$ cat config.mk
export PLATFORM = sky130hd
export DESIGN_NAME = fifo_flush_ctrl
export DESIGN_NICKNAME = d
export VERILOG_FILES = /design/src/rtl/fifo_ctrl_pkg.sv /design/src/rtl/fifo_flush_ctrl.sv
export SDC_FILE = /design/constraint.sdc
export NUM_CORES = 1
export LEC_CHECK = 0
export CAP_MARGIN = 20
export CORE_UTILIZATION = 33
export DETAILED_ROUTE_END_ITERATION = 10
export GPL_TIMING_DRIVEN = 0
export PLACE_DENSITY = 0.55
export SYNTH_ARGS = -nofsm -noshare
export SYNTH_HDL_FRONTEND = slang
export SYNTH_SLANG_ARGS = --single-unit
export TNS_END_PERCENT = 10
$ cat constraint.sdc
create_clock -name clk_in -period 3.8 [get_ports clk_in]
set_input_delay 0.76 -clock clk_in [delete_from_list [all_inputs] [get_ports clk_in]]
set_output_delay 0.76 -clock clk_in [all_outputs]
set_load 0.03 [all_outputs]
$ cat src/rtl/fifo_ctrl_pkg.sv
// Shared types and default timing for the FIFO flush controller.
package fifo_ctrl_pkg;

   localparam int SYNC_STAGES        = 2;
   localparam int CNT_W              = 8;
   localparam int DEF_FLUSH_CYCLES   = 2;
   localparam int DEF_SETTLE_CYCLES  = SYNC_STAGES;
   localparam int DEF_DRAIN_TIMEOUT  = 255;

   typedef enum logic [2:0] {
      ST_IDLE   = 3'd0,
      ST_DRAIN  = 3'd1,
      ST_FLUSH  = 3'd2,
      ST_SETTLE = 3'd3,
      ST_DONE   = 3'd4
   } state_e;

endpackage

$ cat src/rtl/fifo_flush_ctrl.sv
// FIFO flush sequencer: optional drain, timed flush pulse, synchronizer settle, done pulse.
//
//   state  | meaning
//   IDLE   | enables pass through, waiting for flush_req
//   DRAIN  | writes blocked, reads pass, wait for fifo_empty or timeout
//   FLUSH  | flush held for FLUSH_CYCLES, enables blocked
//   SETTLE | quiet for SETTLE_CYCLES so synchronizers clear
//   DONE   | one-cycle done pulse, back to IDLE
module fifo_flush_ctrl
   import fifo_ctrl_pkg::*;
#(
   parameter int FLUSH_CYCLES  = DEF_FLUSH_CYCLES,
   parameter int SETTLE_CYCLES = DEF_SETTLE_CYCLES,
   parameter int DRAIN_TIMEOUT = DEF_DRAIN_TIMEOUT
) (
   input  logic clk_in,
   input  logic rst,
   input  logic flush_req,
   input  logic drain_mode,
   input  logic fifo_empty,
   input  logic wr_en_in,
   input  logic rd_en_in,
   output logic wr_en_out,
   output logic rd_en_out,
   output logic flush,
   output logic busy,
   output logic done,
   output logic timeout_err
);

   localparam logic [CNT_W-1:0] FLUSH_LAST  = CNT_W'(FLUSH_CYCLES - 1);
   localparam logic [CNT_W-1:0] SETTLE_LAST = CNT_W'(SETTLE_CYCLES - 1);
   localparam logic [CNT_W-1:0] DRAIN_LAST  = CNT_W'(DRAIN_TIMEOUT - 1);
   localparam logic [CNT_W-1:0] CNT_MAX     = '1;

   state_e           state;
   state_e           state_nxt;
   logic [CNT_W-1:0] cnt;
   logic             timeout_hit;

   always_comb begin
      state_nxt   = state;
      timeout_hit = 1'b0;
      case (state)
         ST_IDLE: begin
            if (flush_req) state_nxt = drain_mode ? ST_DRAIN : ST_FLUSH;
         end
         ST_DRAIN: begin
            // an empty FIFO in the last allowed cycle is a clean drain, not a timeout
            if (fifo_empty) begin
               state_nxt = ST_FLUSH;
            end else if (cnt >= DRAIN_LAST) begin
               state_nxt   = ST_FLUSH;
               timeout_hit = 1'b1;
            end
         end
         ST_FLUSH: begin
            if (cnt >= FLUSH_LAST) state_nxt = ST_SETTLE;
         end
         ST_SETTLE: begin
            if (cnt >= SETTLE_LAST) state_nxt = ST_DONE;
         end
         ST_DONE:  state_nxt = ST_IDLE;
         default:  state_nxt = ST_IDLE;
      endcase
   end

   always_ff @(posedge clk_in) begin
      if (rst) begin
         state <= ST_IDLE;
         cnt   <= '0;
      end else begin
         state <= state_nxt;
         if (state_nxt != state) cnt <= '0;
         else if (cnt != CNT_MAX) cnt <= cnt + 1'b1;
      end
   end

   assign busy        = (state != ST_IDLE);
   assign flush       = (state == ST_FLUSH);
   assign done        = (state == ST_DONE);
   assign timeout_err = timeout_hit;
   assign wr_en_out   = (state == ST_IDLE) & wr_en_in;
   assign rd_en_out   = ((state == ST_IDLE) | (state == ST_DRAIN)) & rd_en_in;

endmodule

==> flow_summary_export.csv, run 1 <==
group,metric,value,unit
logic_synthesis,synth_nets,99,
worst_setup_path,worstReg2RegEnd,"cnt[7]$_SDFFE_PP0P_",
power,swShare,0.366,
place,dpl.hpwl,1.08,mm
clock_tree,root_buffer,"clkbuf_4",
place,placed_cells,127,
worst_setup_path,reg2reg_depth,7,
logic_synthesis,syn_inst,88,
worst_setup_path,worstReg2RegStart,"cnt[0]$_SDFFE_PP0P_",
worst_hold_path,min_to,"state[1]$_SDFF_PP0_",
run,drv_cap,0,
logic_synthesis,avgSynthCellArea,8.43,um2
routing,routed_wirelength,1.41,mm
clock_tree,cts-buffers-inserted,3,
cells_and_area,instances_no_fill,131,
place,post-place-ws,0.639,ns
grt,grt_pass1_vias,620,
floorplan,fp.dieW,49.4,um
grt,gr-total-overflow,0,
logic_synthesis,synth_warnings,0,
routing,via_per_inst,4.92,
clock_tree,cts_tree,"done",
routing,drt_iter0_drc,5,
routing,wl_per_cell,10.7,um
power,cell_internal_pwr,236,uW
routing,drcViolationCount,0,
clock_tree,cts.path.max_buffers,2,
routing,ant_nets,0,
sta,fin_skew,0.00505,ns
sta,worst_pin_slew,0.364,ns
floorplan,io_pins,13,
status,status,"finished clean",
routing,vias,645,
floorplan,start_util,0.363,
cells_and_area,num_antenna_cells,0,
grt,grt_pass1_wl,2.49,mm
clock_tree,postCtsSetupRepairBufs,0,
sta,period_minus_slack,3.16,ns
worst_setup_path,crit_required,3.04,ns
worst_setup_path,start_kind,"primary input",
logic_synthesis,synth-seq-cells,11,
worst_setup_path,rrSetupSlack,1.91,ns
logic_synthesis,synth_top_area_share,0.297,
worst_hold_path,worstHoldStart,"state[1]$_SDFF_PP0_",
logic_synthesis,syn_area,742,um2
logic_synthesis,synth.largest_area_cell,"dfxtp_1",
logic_synthesis,synth_enable_flop_cells,0,
clock_tree,ctsHtreeMaxLevel,1,
floorplan,rows,16,
sta,slew_headroom,0.756,
sta,grt_setup_unrepaired,"false",
grt,antenna_found_initial,0,
cells_and_area,fillers,223,
clock_tree,insertion_delay,0.26,ns
logic_synthesis,ys_seq_area_frac,0.297,
worst_setup_path,worst-setup-path-type,"in2out",
logic_synthesis,synth_area_leaders,"dfxtp_1 30%, nor2_1 9.6%, ha_1 6.7%",
power,p_switching,136,uW
logic_synthesis,ys.flop_type,"dfxtp_1",
sta,clock.fmax,0.317,GHz
power,clkPwrFrac,0.213,
sta,hold_viol,0,
cells_and_area,drive_gt1_frac,0.144,
sta,maxSlewViolCount,0,
worst_setup_path,cp_max_fo,3,
floorplan,die_y,49.4,um
power,p_per_area,403,mW/mm2
cells_and_area,fin_nets,116,
power,p_seq_frac,0.369,
routing,first_pass_iters,4,
place,portBuffers,12,
logic_synthesis,synth_cell_types,32,
worst_hold_path,hold_depth,2,
place,gp_congestion,0.727,
floorplan,core,0.00204,mm2
power,p_comb_frac,0.418,
worst_setup_path,arrival,2.40,ns
power,p_leak,0.354,nW
power,ir_worst_vdd,0.192,mV
clock_tree,clkSinkCount,11,
grt,grt_max_degree,11,
clock_tree,cts_hold_buf,0,
floorplan,dieArea,0.00244,mm2
sta,final-setup-viol-count,0,
worst_setup_path,crit_path_end_kind,"output port",
logic_synthesis,synthArstFlopShare,0,
worst_hold_path,hold_path.class,"reg2reg",
sta,worst_slack,0.643,ns
sta,setup_tns,0,ns
clock_tree,cts-resized-gates,0,
clock_tree,clk_pin_slew_worst_paths,0.07,ns
grt,grt_util_all_layers,0.129,
sta,fin_crit_sh,0.831,
cells_and_area,area_growth,24.3,%
[state kept, by name (all words and copies together) (netlist names)]
register	flops
cnt	8
state	3
[placed cells by master (no fill, tap or decap), drive strengths merged, types with 4 or more instances in the layout]
cell type       n
a21oi           4
clkbuf          4
clkdlybuf4s50  12
dfxtp          11
ha              4
inv             5
nand2           5
nand3           5
nor2           19
nor3            5
[cell families (layout without fill, tap and decap cells)]
group	Yosys count	in the layout	share of synthesized area
xor+xnor	5	5	0.0590
fa+ha+maj	4	4	0.0675
flops	11	11	0.297
simple gates	48	48	0.391
compound gates	14	14	0.153
buf+inv	6	22	0.0320
[power groups by stage]
stage          clock network, mW  registers, mW  logic (mW)
6_report                  0.0791          0.137       0.155
5_1_grt                   0.0882          0.139       0.172
4_1_cts                   0.0812          0.137       0.158
3_5_place_dp                   0          0.140       0.158
3_3_place_gp                   0          0.140       0.157
2_1_floorplan                  0          0.137       0.118
[routing by layer]
layer  part of all wire  up-vias  track usage
met5                  0        -            0
met4              0.013        0       0.0571
met3              0.036        2       0.0218
met2               0.43       13        0.210
met1               0.52      293        0.166
li1                   -      337            -
[cell type report]
cell class	count	area (um2)	share of cell area
Clock buffer	4	26.3	0.0285
Tap cell	27	33.8	0.0366
Buffer	1	5.00	0.00543
Inverter	5	18.8	0.0204
Multi-Input combinational cell	71	498	0.540
Sequential cell	11	220	0.239
Timing Repair Buffer	12	120	0.130
[Yosys cell counts, types with 3 or more instances]
library cell / number
nor2_1: 19
dfxtp_1: 11
inv_1: 5
nand2_1: 5
nand3_1: 5
a21oi_1: 4
ha_1: 4
nor3_2: 3
xor2_1: 3
[metrics by stage]
stage	hold slack [ns]	power, mW	instance area (um2)	util
3_3_place_gp	0.539	0.296	896	0.439
4_1_cts	0.546	0.377	922	0.452
5_1_grt	0.592	0.399	922	0.452
6_report	0.546	0.371	922	0.452
2_1_floorplan	0.502	0.255	742	-
3_5_place_dp	0.535	0.297	896	0.439
[how the worst max path moves through the flow]
| stage | from | endpoint | slack (ns) | cells past startpoint |
|---|---|---|---|---|
| global route | fifo_empty | timeout_err | 0.54 | 5 |
| CTS | fifo_empty | timeout_err | 0.62 | 5 |
| global placement | fifo_empty | timeout_err | 0.67 | 5 |
| detailed placement | fifo_empty | timeout_err | 0.64 | 5 |
| finish | fifo_empty | timeout_err | 0.64 | 5 |
| floorplan | fifo_empty | timeout_err | 1.30 | 3 |
[critical path: stages]
cell and delay [ns]:
clkdlybuf4s50_1 0.40, nor2b_1 0.21, nand2_1 0.10, nor3_1 0.22, clkdlybuf4s50_1 0.70
No activity file was read; power rests on OpenSTA's default activity.
==> run 2: changes to the inputs <==
- clock period: 3.8 -> 3.1 ns (I/O delays scaled with it)
==> results of run 2 <==
Same layout as run 1 (identical final DEF). Status: finished clean.
Among the figures that moved: setup slack after placement 0.639 ns -> 0.219 ns; setup slack after layout 0.643 ns -> 0.223 ns; register-to-register setup slack 1.91 ns -> 1.21 ns; total power 0.371 mW -> 0.455 mW; worst IR drop on VDD 0.192 mV -> 0.235 mV
